==> src/rtl/led_flow_ctrl.sv <==
// Purpose: debounced push-button mode selector driving a 4-LED pattern (all on / flow / blink / all off).
// Latency: key edge -> press pulse after 2 sync + DEB_CYCLES debounce cycles; press pulse -> mode/led change 2 clk.
// Backpressure: none; free-running block with no handshake, every input is sampled each clk.
//
// Ports:
//   clk    in   1  system clock, all state on its rising edge
//   rst_n  in   1  asynchronous active-low reset
//   key_n  in   1  raw mode push-button, active-low, asynchronous and bouncy
//   led    out  4  LED drive, active-low (0 = lit), registered
//   mode   out  2  current mode code, registered: 0 ALL_ON, 1 FLOW, 2 BLINK, 3 ALL_OFF
//
// Build option: define LED_FLOW_PINGPONG_EN to make FLOW bounce 0,1,2,3,2,1,0,...
// instead of wrapping 0,1,2,3,0,...

module led_flow_ctrl #(
    parameter int TICK_DIV   = 12500000,
    parameter int DEB_CYCLES = 1000000
) (
    input  logic       clk,
    input  logic       rst_n,
    input  logic       key_n,
    output logic [3:0] led,
    output logic [1:0] mode
);

    localparam int PW = (TICK_DIV > 2) ? $clog2(TICK_DIV) : 1;
    localparam int DW = (DEB_CYCLES > 2) ? $clog2(DEB_CYCLES) : 1;
    localparam logic [PW-1:0] PMAX = PW'(TICK_DIV - 1);
    localparam logic [PW-1:0] PONE = PW'(1);
    localparam logic [DW-1:0] DMAX = DW'(DEB_CYCLES - 1);
    localparam logic [DW-1:0] DONE = DW'(1);

    typedef enum logic [1:0] {
        ALL_ON  = 2'd0,
        FLOW    = 2'd1,
        BLINK   = 2'd2,
        ALL_OFF = 2'd3
    } state_t;

    // key conditioning
    logic          key_s1;
    logic          key_s2;
    logic          deb_key;
    logic          deb_key_d;
    logic [DW-1:0] deb_cnt;
    logic          press;

    // pattern state
    state_t        st;
    state_t        st_nxt;
    logic [PW-1:0] pcnt;
    logic          tick;
    logic [1:0]    pos;
    logic [1:0]    pos_nxt;
    logic          phase;     // blink phase: 0 = LEDs on, 1 = LEDs off
    logic [3:0]    led_nxt;
`ifdef LED_FLOW_PINGPONG_EN
    logic          dir;       // 1 = moving up
    logic          dir_nxt;
`endif

    // Synchroniser and debouncer. Released level is 1, so reset parks
    // everything at 1 and no edge can be seen coming out of reset.
    always_ff @(posedge clk or negedge rst_n) begin
        if (!rst_n) begin
            key_s1    <= 1'b1;
            key_s2    <= 1'b1;
            deb_key   <= 1'b1;
            deb_key_d <= 1'b1;
            deb_cnt   <= '0;
        end else begin
            key_s1    <= key_n;
            key_s2    <= key_s1;
            deb_key_d <= deb_key;
            if (key_s2 == deb_key) begin
                deb_cnt <= '0;
            end else if (deb_cnt == DMAX) begin
                // DEB_CYCLES consecutive differing samples seen
                deb_key <= key_s2;
                deb_cnt <= '0;
            end else begin
                deb_cnt <= deb_cnt + DONE;
            end
        end
    end

    // Falling edge of the debounced key only; release is ignored.
    assign press = deb_key_d & ~deb_key;
    assign tick  = (pcnt == PMAX);

    always_comb begin
        st_nxt = ALL_ON;
        case (st)
            ALL_ON:  st_nxt = FLOW;
            FLOW:    st_nxt = BLINK;
            BLINK:   st_nxt = ALL_OFF;
            ALL_OFF: st_nxt = ALL_ON;
            default: st_nxt = ALL_ON;
        endcase
    end

`ifdef LED_FLOW_PINGPONG_EN
    // Turn around on the endpoints so neither 3 nor 0 is shown twice.
    always_comb begin
        pos_nxt = pos + 2'd1;
        dir_nxt = dir;
        if (dir) begin
            if (pos == 2'd3) begin
                pos_nxt = 2'd2;
                dir_nxt = 1'b0;
            end
        end else begin
            if (pos == 2'd0) begin
                pos_nxt = 2'd1;
                dir_nxt = 1'b1;
            end else begin
                pos_nxt = pos - 2'd1;
            end
        end
    end
`else
    always_comb begin
        pos_nxt = pos + 2'd1;
    end
`endif

    always_comb begin
        led_nxt = 4'b1111;
        case (st)
            ALL_ON:  led_nxt = 4'b0000;
            FLOW:    led_nxt = ~(4'b0001 << pos);
            BLINK:   led_nxt = phase ? 4'b1111 : 4'b0000;
            ALL_OFF: led_nxt = 4'b1111;
            default: led_nxt = 4'b1111;
        endcase
    end

    // Mode FSM, prescaler, pattern position and registered outputs.
    // A press restarts the pattern from its first step and swallows any
    // tick that lands on the same cycle.
    always_ff @(posedge clk or negedge rst_n) begin
        if (!rst_n) begin
            st    <= ALL_ON;
            pcnt  <= '0;
            pos   <= 2'd0;
            phase <= 1'b0;
`ifdef LED_FLOW_PINGPONG_EN
            dir   <= 1'b1;
`endif
            led   <= 4'b0000;
            mode  <= 2'd0;
        end else begin
            led  <= led_nxt;
            mode <= st;
            if (press) begin
                st    <= st_nxt;
                pcnt  <= '0;
                pos   <= 2'd0;
                phase <= 1'b0;
`ifdef LED_FLOW_PINGPONG_EN
                dir   <= 1'b1;
`endif
            end else begin
                pcnt <= tick ? '0 : pcnt + PONE;
                if (tick) begin
                    case (st)
                        FLOW: begin
                            pos <= pos_nxt;
`ifdef LED_FLOW_PINGPONG_EN
                            dir <= dir_nxt;
`endif
                        end
                        BLINK:   phase <= ~phase;
                        default: ;
                    endcase
                end
            end
        end
    end

endmodule

==> config.mk <==
export PLATFORM = sky130hd
export DESIGN_NAME = led_flow_ctrl
export DESIGN_NICKNAME = d
export VERILOG_FILES = /design/src/rtl/led_flow_ctrl.sv
export SDC_FILE = /design/constraint.sdc
export NUM_CORES = 1
export LEC_CHECK = 0
export BUFFER_PORTS_ARGS = -buffer_cell sky130_fd_sc_hd__buf_4
export CAP_MARGIN = 20
export CORE_ASPECT_RATIO = 0.9
export CORE_MARGIN = 2
export CORE_UTILIZATION = 55
export DETAILED_ROUTE_END_ITERATION = 16
export GPL_ROUTABILITY_DRIVEN = 0
export PLACE_DENSITY_LB_ADDON = 0.25
export SYNTH_ARGS = -nofsm -noshare
export SYNTH_HDL_FRONTEND = slang
export SYNTH_SLANG_ARGS = --single-unit
==> constraint.sdc <==
create_clock -name clk -period 5.1 [get_ports clk]
set_input_delay 0.765 -clock clk [delete_from_list [all_inputs] [get_ports clk]]
set_output_delay 0.765 -clock clk [all_outputs]
set_load 0.01 [all_outputs]
# Word-level counts from Yosys, hierarchy flattened

Index checks and enable logic that the tools add are counted.

$add $sub $neg: 3
Eq/ne operators: 6
Shifts and indexed selects: 1
Reductions and logical operators: 7
Bitwise logic cells: 5
Multiplexer cells: 13

Operators by type and width:

| operator              | number |
|---|---|
| $mux 24               | 2 |
| $mux 20               | 2 |
| $add 24x1->24 const B | 1 |
| $eq 24x24->1 const B  | 1 |
| $add 20x1->20 const B | 1 |
| $eq 20x20->1 const B  | 1 |
| $pmux 4 s4            | 1 |
| $pmux 2 s4            | 1 |
| $mux 2                | 3 |
| $reduce_and 2->1      | 3 |
| $reduce_bool 2->1     | 3 |
| $eq 2x2->1 const B    | 2 |
| $mux 4                | 1 |
| $not 4->4             | 1 |
| $shl 1x2->4 const A   | 1 |
| $mux 1                | 3 |
| $not 1->1             | 3 |
| $add 2x1->2 const B   | 1 |
| $eq 2x1->1 const B    | 1 |
| $logic_not 2->1       | 1 |
| $and 1x1->1           | 1 |
| $eq 1x1->1            | 1 |

Logic and storage cells: 46
Register bits after elaboration: 59
Output and inout bits: 6

# Logic depth before layout (Yosys ltp)

Gate-level depths: netlist of the first run.

Depth after elaboration: 4
Gate-level depth with buffers: 7
Gate-level depth less buffers: 6

# Worst setup path after synthesis of the first run

No wires, ideal clock.

Path kind: register to register
Start point: register deb_cnt[0]
End point: register deb_cnt[18]
Required time: 5.022 ns
Cell stages (with the launch flop): 6
Path buffers: 0
Period minus slack after synthesis: 1.852 ns
Path slack: 3.248 ns
Setup time: 0.078 ns
Data arrival time: 1.774 ns
Path through: dfrtp_1 ha_1 nand3_2 or4_4 or4_1 a21oi_1

Cells in the longest elaborated chain, start to end: 3
Elaborated cells between the ends (all ways): 4
Those cells by class: add/sub (1); eq/ne (1); mux (2)

RTL lines:

| element                                       | RTL line | RTL |
|---|---|---|
| from (decl)                                   | 45       | `logic [DW-1:0] deb_cnt;` |
| from (signal assigned)                        | 82       | `deb_cnt <= deb_cnt + DONE;` |
| $add 20x1->20 or $eq 20x20->1 (tied branches) | 82, 77   |  |
| $mux 20 (*)                                   | 77       | `end else if (deb_cnt == DMAX) begin` |
| $mux 20 (*)                                   | 75       | `if (key_s2 == deb_key) begin` |

Mark *: on every way between the ends. The rest lies on a longest branch, timed or not.
A chain may end at the register's enable or synchronous reset.

# Final worst setup path of the first run

Start point: register pcnt[0]
End point: register pcnt[13]

Cells in the longest elaborated chain, start to end: 3
Elaborated cells between the ends (all ways): 4
Those cells by class: add/sub (1); eq/ne (1); mux (2)

RTL lines:

| element                                       | RTL line | RTL |
|---|---|---|
| from (decl)                                   | 51       | `logic [PW-1:0] pcnt;` |
| from (signal assigned)                        | 164      | `pcnt <= tick ? '0 : pcnt + PONE;` |
| $add 24x1->24 or $eq 24x24->1 (tied branches) | 164, 89  |  |
| $mux 24 (*)                                   | 164      |  |
| $mux 24 (*)                                   | 155      | `if (press) begin` |

Marked as above.

==> results.py, run 1 <==
metrics = {
    "timing": {
        "fin_ws_ns": 2.94,
        "period_share_pct": 42.4,
        "setup_viol": 0,
        "fmax_mhz": 463,
        "period_needed_ns": 2.16,
        "setup_tns_ns": 0,
        "hold_viol": 0,
        "finalClockSkew_ns": 0.00898,
        "finalMaxSlewViolations": 0,
        "rsz0062_at_grt": "no",
        "max_slew_margin_pct": 47.8,
        "max_slew.worst_pin.slew_ns": 0.783,
    },
    "layout": {
        "fin_cells": 370,
        "num_antenna_cells": 0,
        "syn_to_final_growth_pct": 10.9,
        "drive_above_1_share_pct": 11.6,
        "final_nets": 311,
        "final_area_mm2": 0.00322,
        "fillCellCount": 439,
    },
    "drt": {
        "vias_per_cell": 5.59,
        "dr.pass1.iters": 4,
        "wirelength_um": 4950,
        "drt_first_iter_violations": 94,
        "ant_nets": 0,
        "routedWlPerCell_um": 13.4,
        "via_count": 2070,
        "drcViolationCount": 0,
    },
    "floorplanning": {
        "fp.coreArea_mm2": 0.00516,
        "fp.dieW_um": 80.6,
        "dieArea_mm2": 0.00588,
        "num_rows": 25,
        "io_pins": 9,
        "start_util_pct": 56.3,
        "die_height_um": 73.0,
    },
    "clock_tree": {
        "cts_num_sinks": 59,
        "cts_tree": "yes",
        "cts_hold_buf": 0,
        "cts_buffers": 9,
        "clk_path_buf_depth": 2,
        "cts_root_buf": "clkbuf_8",
        "ctsResizeCount": 0,
        "post_cts_buffers": 0,
        "clock_latency_ns": 0.35,
        "path_clk_slew_ns": 0.06,
        "cts-htree-levels": 3,
    },
    "hold_path": {
        "hp-class": "register to register",
    },
    "place": {
        "dpl_cell_area_mm2": 0.00301,
        "place_inst": 354,
        "place_hpwl_um": 3300,
        "port_buffers": 8,
        "place_ws_ns": 2.95,
    },
    "yosys": {
        "synth_top_area_share_pct": 47.4,
        "postSynthAreaPerCell_um2": 10.1,
        "seq_area_frac_synth_pct": 51.0,
        "ys_warn_count": 0,
        "mappedNetlistArea_mm2": 0.00291,
        "synth.top_cells.by_area": "dfrtp_1, xor2_1, ha_1",
        "yosysMostFrequentCell": "dfrtp_1",
        "ys_top_cells_by_count": "dfrtp_1, nor2_1, a21oi_1, xor2_1, nand2_1",
        "async_flop_share_pct": 100,
        "syn-instance-count": 288,
        "synth_nets": 301,
        "synth_cell_types": 34,
        "synth_edf_count": 0,
        "ys_seq_elements": 59,
        "synth_top_area_cell": "dfrtp_1",
        "synth_ff_type": "dfrtp_1",
    },
    "power": {
        "ir_drop_mv": 0.190,
        "power_density_mw_per_mm2": 289,
        "leakage_nw": 1.39,
        "power.total_w": 0.000933,
    },
    "critical_path": {
        "critPathCaptureType": "register",
        "crit_fanout": 24,
        "worstPathRequired_ns": 5.30,
        "start_kind": "register",
        "critPathKind": "register to register",
        "critical_path_arrival_ns": 2.36,
    },
    "global_routing": {
        "grtUsageTotal_pct": 20.0,
        "grt_pass1_wl_um": 8830,
        "antenna_found_initial": 0,
        "grt_pass1_vias": 1959,
        "grt_overflow": 0,
        "grt_max_degree": 60,
    },
    "status": {
        "status": "complete, no violations",
    },
    "run": {
        "cap_violations": 0,
    },
}
-- metrics by stage --
stage                     utilization (%)  hold WS [ns]
after global routing                 62.5         0.373
after floorplan                         -         0.345
after CTS                            62.5         0.369
final                                62.5         0.370
after detailed placement             58.4         0.360
after global placement               58.4         0.361
-- final timing paths --
kind,start,endpoint,slack [ns],cells past startpoint
max,pcnt[0]$_DFF_PN0_,pcnt[13]$_DFF_PN0_,2.94,5
min,key_s1$_DFF_PN1_,key_s2$_DFF_PN1_,0.37,0
max reg2reg,pcnt[0]$_DFF_PN0_,pcnt[13]$_DFF_PN0_,2.94,5
min reg2reg,key_s1$_DFF_PN1_,key_s2$_DFF_PN1_,0.37,0
max in group asynchronous,rst_n,pcnt[1]$_DFF_PN0_,4.14,1
min in group asynchronous,rst_n,deb_cnt[12]$_DFF_PN0_,0.47,1
-- cell usage in the layout (no fill, tap or decap) --
cell type	count
or3_1	7
dfstp_2	4
dfrtp_1	55
mux2_2	1
o31ai_4	1
nand3_1	14
nand4_1	13
a21o_1	1
ha_1	10
nand2_1	16
xor2_1	17
or4_1	7
xnor2_1	11
nand4b_1	1
and3_1	7
nand4_2	1
bufinv_16	1
nand2b_1	4
a21oi_1	21
clkbuf_8	12
nand3_2	1
nand4_4	1
buf_4	8
nor3_1	6
inv_1	9
o21ai_0	12
and4_1	5
clkinv_2	2
o31ai_1	7
nor2b_1	2
nor2_1	33
or4_4	2
nor4_1	4
or2_1	1
clkinvlp_4	1
and2_1	5
-- cell families after synthesis --
kind of cell	Yosys count	share of synthesized area, %
muxes	1	0.387
AOI/OAI and AO/OA	42	8.48
DFF	59	51.0
and+or+nand+nor	130	24.9
adders and majority gates	10	4.30
buffers and inverters	18	2.50
xor gates and xnor gates	28	8.44
-- metal layers --
| metal | vias up | global-route usage [%] | part of all wire (%) |
|---|---|---|---|
| li1 | 1045 | - | - |
| met1 | 983 | 25.7 | 49 |
| met2 | 29 | 29.9 | 45 |
| met3 | 13 | 8.79 | 4.3 |
| met4 | 0 | 7.72 | 2.1 |
| met5 | - | 0 | 0 |
-- final cells by class --
class | count | area [µm²] | share of cell area, %
repair buffers | 8 | 60.1 | 1.86
multi-input cells | 211 | 1350 | 41.9
clock buffers | 12 | 165 | 5.12
inverters | 9 | 33.8 | 1.05
flip-flops and latches | 59 | 1480 | 45.9
clock inverters | 4 | 47.5 | 1.47
well taps | 67 | 83.8 | 2.60
-- where the power goes --
group	switching [W]	internal [W]	total [W]
sequential	0.00000245	0.000472	0.000474
combinational	0.0000128	0.00000339	0.0000162
clock	0.000179	0.000264	0.000443
total	0.000195	0.000738	0.000933
-- state kept, by name, summed over array words and instances, names as in the netlist --
signal     cells
pcnt          24
key_s2         1
mode           2
pos            2
deb_key        1
phase          1
key_s1         1
led            4
deb_cnt       20
st             2
deb_key_d      1
-- critical path, cell delays in order, from the launching register on --
cell	delay (ns)
dfrtp_1	0.40
ha_1	0.22
and4_1	0.37
and4_1	0.28
a21o_1	0.62
nor2_1	0.12
(Power assumes the default switching activity.)
==> inputs of run 2 (changes only) <==
Clock period 5.1 ns to 2 ns, I/O delays scaled along.
==> results.py, run 2 (synthesized netlist as in run 1, its figures left out) <==
metrics = {
    "clock_tree": {
        "cts_tree": "yes",
        "cts_buffers": 9,
        "clock_latency_ns": 0.34,
        "path_clk_slew_ns": 0.07,
        "clk_path_buf_depth": 2,
        "cts_num_sinks": 59,
        "post_cts_buffers": 0,
        "cts-htree-levels": 3,
        "cts_root_buf": "clkbuf_8",
    },
    "drt": {
        "via_count": 2134,
        "wirelength_um": 5390,
        "dr.pass1.iters": 4,
        "vias_per_cell": 5.60,
        "ant_nets": 0,
        "routedWlPerCell_um": 14.1,
        "drcViolationCount": 0,
        "drt_first_iter_violations": 135,
    },
    "layout": {
        "drive_above_1_share_pct": 15.6,
        "syn_to_final_growth_pct": 13.6,
        "num_antenna_cells": 0,
        "final_area_mm2": 0.00330,
        "largest_reg_flops": 24,
        "fin_util_pct": 64.0,
        "fillCellCount": 412,
        "regMostFlops": "pcnt",
        "final_cell_mix": "dfrtp_1, nor2_1, a21oi_1",
        "mostFrequentLayoutCell": "dfrtp_1",
        "reg.largest.list": "pcnt (24), deb_cnt (20), led (4)",
        "final_nets": 322,
    },
    "global_routing": {
        "grt_pass1_vias": 2124,
        "grt_overflow": 0,
        "grt_pass1_wl_um": 9700,
        "grt_max_degree": 60,
        "antenna_found_initial": 0,
        "grtUsageTotal_pct": 21.5,
    },
    "floorplanning": {
        "io_pins": 9,
        "num_rows": 25,
        "dieArea_mm2": 0.00588,
        "fp.dieW_um": 80.6,
        "start_util_pct": 56.3,
        "fp.coreArea_mm2": 0.00516,
        "die_height_um": 73.0,
    },
    "place": {
        "dpl_cell_area_mm2": 0.00309,
        "place_hpwl_um": 3600,
        "place_ws_ns": 0.106,
        "port_buffers": 8,
    },
    "critical_path": {
        "start_kind": "register",
        "slowest_stage": "or4_1",
        "crit_fanout": 8,
        "critPathKind": "register to register",
        "worstPathRequired_ns": 2.26,
        "r2r-end": "phase$_DFFE_PN0P_",
        "crit_buf_inv": 0,
        "r2r_start": "pcnt[0]$_DFF_PN0_",
        "reg2reg_slack_ns": 0.1,
        "r2r_cells": 5,
        "critical_path_arrival_ns": 2.16,
        "critPathCaptureType": "register",
        "crit_family": "simple AND/OR/NAND/NOR gates",
        "path_cells": "ha_2 > and4_4 > nand4_1 > or4_1 > a21oi_1",
        "max_stage_delay_ns": 0.53,
    },
    "timing": {
        "fmax_mhz": 526,
        "rsz0062_at_grt": "no",
        "setup_viol": 0,
        "finalMaxSlewViolations": 0,
        "period_needed_ns": 1.90,
        "hold_viol": 0,
        "setup_tns_ns": 0,
        "fin_ws_ns": 0.0976,
        "max_slew_margin_pct": 51.7,
        "max_slew.worst_pin.slew_ns": 0.724,
        "finalClockSkew_ns": 0.00828,
        "period_share_pct": 95.1,
    },
    "power": {
        "ir_drop_mv": 0.442,
        "power.total_w": 0.00233,
        "leakage_nw": 1.43,
        "power_density_mw_per_mm2": 706,
    },
    "run": {
        "cap_violations": 0,
    },
    "hold_path": {
        "hp-class": "input port to async pin",
    },
    "status": {
        "status": "complete, no violations",
    },
}
-- run 2: per-stage QoR --
stage,cells,hold WS (ns)
final,381,0.0129
after global routing,381,0.0559
after CTS,381,0.0382
after detailed placement,365,0.361
after global placement,365,0.363
after floorplan,288,0.00441
-- run 2: where the power goes --
| part | switching (W) | internal (W) | leakage, nW |
|---|---|---|---|
| combinational | 0.0000340 | 0.0000117 | 0.540 |
| clock | 0.000494 | 0.000582 | 0.0962 |
| sequential | 0.00000611 | 0.00120 | 0.793 |
-- run 2: how the worst max path moves through the flow --
stage | start | to | slack, ns | depth (start not counted)
floorplan | deb_cnt[0]$_DFF_PN0_ | deb_cnt[18]$_DFF_PN0_ | 0.15 | 5
detailed placement | pcnt[0]$_DFF_PN0_ | phase$_DFFE_PN0P_ | 0.11 | 5
global placement | pcnt[0]$_DFF_PN0_ | phase$_DFFE_PN0P_ | 0.14 | 5
finish | pcnt[0]$_DFF_PN0_ | phase$_DFFE_PN0P_ | 0.1 | 5
CTS | pcnt[0]$_DFF_PN0_ | phase$_DFFE_PN0P_ | 0.05 | 5
global route | pcnt[0]$_DFF_PN0_ | phase$_DFFE_PN0P_ | 0.003 | 5
-- run 2: repair_timing --
action                                  in CTS  in global routing
pin swaps                                    0                  0
endpoints found under the hold margin        0                  0
hold buffers                                 0                  0
resized for setup                            1                  3
endpoints found under the setup margin       1                  2
-- run 2: worst register-to-register path: stages, from the launching register on --
cell,delay (ns)
dfrtp_1,0.40
ha_2,0.22
and4_4,0.29
nand4_1,0.20
or4_1,0.54
a21oi_1,0.19
-- run 2: per-layer routing --
metal / vias to the layer above / global-route usage [%] / share of wire (%)
met2: 30 / 33.1 / 46
li1: 1068 / - / -
met1: 1028 / 28.9 / 49
met5: - / 0 / 0
met4: 0 / 9.60 / 1.7
met3: 8 / 5.32 / 3.3
-- run 2: area by class of cell --
class	count	area, µm²	share of cell area, %
clock inverters	7	76.3	2.31
inverters	9	33.8	1.02
repair buffers	19	143	4.32
clock buffers	9	124	3.75
flip-flops and latches	59	1480	44.9
well taps	67	83.8	2.54
multi-input cells	211	1360	41.2
